**src/rtl/pipe_ctrl_pkg.sv**
```systemverilog
// Shared definitions for the pipeline sequencing controller: stage indices,
// request priority encoding and default counter width.
package pipe_ctrl_pkg;

    localparam int unsigned STG_FETCH = 0;
    localparam int unsigned CNT_W_DEF = 16;

    typedef enum logic [1:0] {
        ReqNone,
        ReqStall,
        ReqFlush
    } req_e;

    // Flush outranks stall; a stall seen together with a flush is dropped.
    function automatic req_e req_decode(input logic s, input logic f);
        if (f) begin
            return ReqFlush;
        end else if (s) begin
            return ReqStall;
        end
        return ReqNone;
    endfunction

endpackage

```
**src/rtl/pipe_done_acc.sv**
```systemverilog
// Per-stage completion accumulator; all_done is high once every stage that
// was started has reported done (either earlier or in this cycle).
module pipe_done_acc #(
    parameter int unsigned WIDTH = 3
) (
    input  logic             clk,
    input  logic             rst,
    input  logic [WIDTH-1:0] stage_done,
    input  logic             advance,
    input  logic [WIDTH-1:0] next_valid,
    output logic             all_done
);

    logic [WIDTH-1:0] done_acc_q;

    // Stages without a live op count as done from the start.
    always_ff @(posedge clk) begin
        if (rst) begin
            done_acc_q <= '1;
        end else if (advance) begin
            done_acc_q <= ~next_valid;
        end else begin
            done_acc_q <= done_acc_q | stage_done;
        end
    end

    assign all_done = &(done_acc_q | stage_done);

endmodule

```
**src/rtl/pipe_ctrl.sv**
```systemverilog
// N-stage lock-step pipeline controller: advances when every live stage is
// done, with latched stall/flush requests, halt-drain and a stall counter.
module pipe_ctrl
    import pipe_ctrl_pkg::*;
#(
    parameter int unsigned NSTAGE   = 3,
    parameter int unsigned STALL_AT = NSTAGE - 1,
    parameter int unsigned CNT_W    = CNT_W_DEF
) (
    input  logic              clk,
    input  logic              rst,
    input  logic [NSTAGE-1:0] stage_done,
    input  logic              stall_req,
    input  logic              flush,
    input  logic              halt,
    output logic [NSTAGE-1:0] stage_enable,
    output logic [NSTAGE-1:0] stage_valid,
    output logic              advance,
    output logic              idle,
    output logic [CNT_W-1:0]  stall_cnt
);

    logic [NSTAGE-1:0] valid_q;
    logic [NSTAGE-1:0] next_valid;
    logic [NSTAGE-1:0] shifted;
    logic              stall_pend_q;
    logic              flush_pend_q;
    logic [CNT_W-1:0]  cnt_q;
    logic              all_done;
    req_e              req;

    pipe_done_acc #(
        .WIDTH (NSTAGE)
    ) u_done_acc (
        .clk        (clk),
        .rst        (rst),
        .stage_done (stage_done),
        .advance    (advance),
        .next_valid (next_valid),
        .all_done   (all_done)
    );

    assign advance = all_done & ~rst;
    assign req     = req_decode(stall_req | stall_pend_q, flush | flush_pend_q);
    assign shifted = {valid_q[NSTAGE-2:0], ~halt};

    always_comb begin
        next_valid = '0;
        unique case (req)
            ReqFlush: next_valid[STG_FETCH] = ~halt;
            // Stages below the bubble re-issue in place; older stages move on.
            ReqStall: begin
                for (int unsigned i = 0; i < NSTAGE; i++) begin
                    if (i < STALL_AT) begin
                        next_valid[i] = valid_q[i];
                    end else if (i > STALL_AT) begin
                        next_valid[i] = shifted[i];
                    end
                end
            end
            default: next_valid = shifted;
        endcase
    end

    always_ff @(posedge clk) begin
        if (rst) begin
            valid_q      <= '0;
            stall_pend_q <= 1'b0;
            flush_pend_q <= 1'b0;
            cnt_q        <= '0;
        end else if (advance) begin
            valid_q      <= next_valid;
            stall_pend_q <= 1'b0;
            flush_pend_q <= 1'b0;
            if (req == ReqStall && cnt_q != '1) begin
                cnt_q <= cnt_q + CNT_W'(1);
            end
        end else begin
            stall_pend_q <= stall_pend_q | stall_req;
            flush_pend_q <= flush_pend_q | flush;
        end
    end

    assign stage_enable = advance ? next_valid : '0;
    assign stage_valid  = rst ? '0 : valid_q;
    assign stall_cnt    = rst ? '0 : cnt_q;
    assign idle         = ~|valid_q & all_done;

endmodule

```
**config.mk**
```make
export PLATFORM = sky130hd
export DESIGN_NAME = pipe_ctrl
export DESIGN_NICKNAME = d
export VERILOG_FILES = /design/src/rtl/pipe_ctrl_pkg.sv /design/src/rtl/pipe_done_acc.sv /design/src/rtl/pipe_ctrl.sv
export SDC_FILE = /design/constraint.sdc
export NUM_CORES = 1
export LEC_CHECK = 0
export BUFFER_PORTS_ARGS = -buffer_cell sky130_fd_sc_hd__buf_2
export CAP_MARGIN = 40
export CORE_MARGIN = 3
export CORE_UTILIZATION = 39
export DETAILED_ROUTE_END_ITERATION = 8
export GPL_TIMING_DRIVEN = 0
export PLACE_DENSITY = 0.63
export REMOVE_ABC_BUFFERS = 1
export SYNTH_ARGS = -nofsm -noshare
export SYNTH_HDL_FRONTEND = slang
export SYNTH_SLANG_ARGS = --single-unit
```
**constraint.sdc**
```tcl
create_clock -name clk -period 1.95 [get_ports clk]
set_input_delay 0.0975 -clock clk [delete_from_list [all_inputs] [get_ports clk]]
set_output_delay 0.0975 -clock clk [all_outputs]
set_load 0.01 [all_outputs]
```
==> impl_metrics.yaml <==
status:
  status: "complete, no violations"
detailed_routing:
  drc_errors: 0
  routed-via-count: 1131
  routed_wl_mm: 2.567
  post_drt_wl_per_cell_um: 11.83
  ant_nets: 0
  dr.first_iter.drc_count: 49
  drt-vias-per-instance: 5.212
  dr.pass1.iters: 4
grt:
  grt_pass1_wl_mm: 4.140
  overflow: 0
  grt_max_degree: 39
  antenna_found_initial: 0
  grt_util_all_layers: 0.1446
  grt_pass1_vias: 940
timing:
  clock.fmax_ghz: 0.5361
  fin_skew_ns: 0.002709
  worst_pin_slew_ns: 0.6496
  fin_crit_ns: 1.865
  finalCritPeriodShare: 0.9565
  slew_viol_final: 0
  max-slew-margin-rel: 0.5669
  hold_viol_final: 0
  rsz0062_at_grt: "true"
  setup_viol: 0
placed_design:
  dp.cells: 211
  place_area_sq_mm: 0.001401
  port_buffers: 31
  post-dp-hpwl_mm: 1.912
  gp_congestion: 0.8054
worst_setup_path:
  cp_slowest_stage_delay_ns: 0.40
  required_ns: 2.16
  rr_startpoint: "cnt_q[1]"
  cp.arrival_ns: 2.07
  ff2ff_setup_slack_ns: 0.08
  setup.worst_path.end: "cnt_q[12]"
  worstRegToRegCells: 6
  path_max_fanout: 7
  worstSetupEndpointType: "flop"
  slowest_stage: "or3_4"
  r2r-end: "cnt_q[12]"
  cp-start-kind: "flop"
  crit_chain: "ha_2, nand3_4, or3_4, o211ai_4, nor2_1, mux2_1"
  cp-startpoint: "cnt_q[1]"
  setup.worst_path.class: "reg -> reg"
pwr:
  p_sw_uw: 202.3
  leakage_uw: 0.0006333
  max-vdd-ir-drop_mv: 0.4357
  total_power_uw: 813.4
  swShare: 0.2487
  p_per_area_mw_per_mm2: 552.8
  pwr-share-comb: 0.119
  internal-power_uw: 611.1
  clkPwrFrac: 0.257
  pwr-share-seq: 0.624
logic_synthesis:
  synth_seq_area_share: 0.3938
  synth-seq-cells: 24
  avgSynthCellArea_sq_um: 8.531
  synthFlopType: "dfxtp_1"
  synthArstFlopShare: 0
  yosysWarningCount: 0
  synthDistinctLibCells: 35
  syn_inst: 143
  synth_edf_count: 0
  netlist_area_sq_mm: 0.001220
clock_tree:
  cts_num_sinks: 24
  cts_tree: "yes"
  clock_latency_ns: 0.31
  cts.clk_slew.worst_paths_ns: 0.12
  postCtsHoldBufs: 0
  htreeDepth: 1
  cts_buffer_depth: 2
  cts_made_buffers: 3
  cts-root-buf: "clkbuf_4"
die:
  io_pins: 32
  start_util: 0.4241
  fp.coreArea_sq_mm: 0.002877
  die_area_sq_mm: 0.003835
  fp-row-count: 19
  die_w_um: 61.93
  fp.dieH_um: 61.93
finish:
  area_growth_pct: 20.62
  num-fill-cells: 279
  fin_area_sq_mm: 0.001471
  utilization: 0.5115
  drive_above_1_share: 0.3029
  n_antenna_cell: 0
  num-nets-final: 186
  final_cell_count_no_fill: 217
hold_path:
  hold_path_class: "in -> reg"
flow_run:
  drv_cap: 0
[cell usage after synthesis, types with 2 or more instances]
library cell	instances	area share
clkbuf_1	3	0.0092
mux2_2	5	0.046
and4_1	2	0.014
nor2_1	20	0.062
a21o_1	3	0.018
nor2b_1	17	0.087
nand4_1	4	0.021
dfxtp_1	24	0.39
xnor2_1	2	0.014
nand2_1	14	0.043
or3_4	2	0.018
or4_1	5	0.031
o21ai_0	10	0.041
nand3_1	2	0.0082
nor3_1	8	0.033
nor4_1	2	0.010
inv_1	2	0.0062
[routing by layer]
layer	routed length, um	up-vias	track usage
met2	1191	19	0.2197
met5	0	-	0
met4	25	0	0.04545
met3	103	4	0.03719
li1	-	582	-
met1	1247	526	0.2005
[cells in the final DEF, fill, tap and decap left out, types with 2 or more instances in the layout]
cell and count:
buf_2 31, dfxtp_1 22, nor2_1 20, nor2b_1 17, nand2_1 14, o21ai_0 10, nor3_1 8, mux2_2 5
or4_1 5, nand4_1 4, a21o_1 3, clkbuf_4 3, or3_4 2, inv_1 2, and4_1 2, xnor2_1 2
nand3_1 2, buf_4 2
[registers in the layout, summed over array words and instances (netlist names)]
register	flops
cnt_q	16
flush_pend_q	1
stall_pend_q	1
u_done_acc.done_acc_q	3
valid_q	3
[power by group through the flow]
stage / Combinational, uW / Sequential (uW) / Clock [uW]
2_1_floorplan: 52.0 / 517 / 0
4_1_cts: 93.5 / 509 / 226
3_3_place_gp: 87.5 / 519 / 0
5_1_grt: 108 / 509 / 245
6_report: 96.5 / 508 / 209
3_5_place_dp: 89.3 / 519 / 0
[logic make-up (layout without fill, tap and decap cells)]
group / Yosys count / count (layout) / share of synthesized area
DFF: 24 / 24 / 0.3938
and+or+nand+nor: 81 / 81 / 0.3662
buffers and inverters: 8 / 40 / 0.03487
muxes: 7 / 7 / 0.06359
AOI/OAI and AO/OA: 19 / 19 / 0.1097
xor gates and xnor gates: 3 / 3 / 0.02154
adders and majority gates: 1 / 1 / 0.01025
[worst min-delay path by stage]
| stage | endpoint | slack, ns | depth (start not counted) | from |
|---|---|---|---|---|
| detailed placement | u_done_acc.done_acc_q[2] | 0.35 | 3 | stage_done[2] |
| global route | u_done_acc.done_acc_q[2] | 0.005 | 3 | stage_done[2] |
| floorplan | cnt_q[14] | 0.17 | 1 | rst |
| CTS | u_done_acc.done_acc_q[2] | 0.003 | 3 | stage_done[2] |
| global placement | u_done_acc.done_acc_q[0] | 0.33 | 3 | stage_done[0] |
| finish | u_done_acc.done_acc_q[2] | 0.01 | 3 | stage_done[2] |
[timing repair]
item                                    in CTS  in global routing
buffers inserted                             2                  1
pin swaps                                    1                  1
endpoints found under the hold margin        0                  0
endpoints found under the setup margin       7                  9
gates resized for setup                      4                  3
[critical path: cells and delay by family (launching register included)]
family | cells | cell delay (ns)
multiplexers | 1 | 0.31
flip-flops | 1 | 0.37
AO/OA/AOI/OAI | 1 | 0.26
adder cells (fa/ha/maj) | 1 | 0.21
AND/OR/NAND/NOR | 3 | 0.60
[stage by stage]
step	TNS (ns)	worst slack (ns)	hold slack, ns
final	0	0.08479	0.01357
after floorplan	0	0.08585	0.1666
after global placement	-0.1480	-0.08641	0.3293
after CTS	0	0.0006428	0.002800
after detailed placement	-0.2321	-0.1085	0.3461
after global routing	-0.07830	-0.04487	0.005350
[area by class of cell]
type | instances | area, sq um | area share
Timing Repair Buffer | 34 | 181.4 | 0.1233
Sequential cell | 24 | 485.5 | 0.3299
Inverter | 3 | 16.27 | 0.01105
Multi-Input combinational cell | 111 | 713.2 | 0.4847
Clock buffer | 3 | 22.52 | 0.01531
Tap cell | 42 | 52.55 | 0.03571
(Power assumes the default switching activity.)
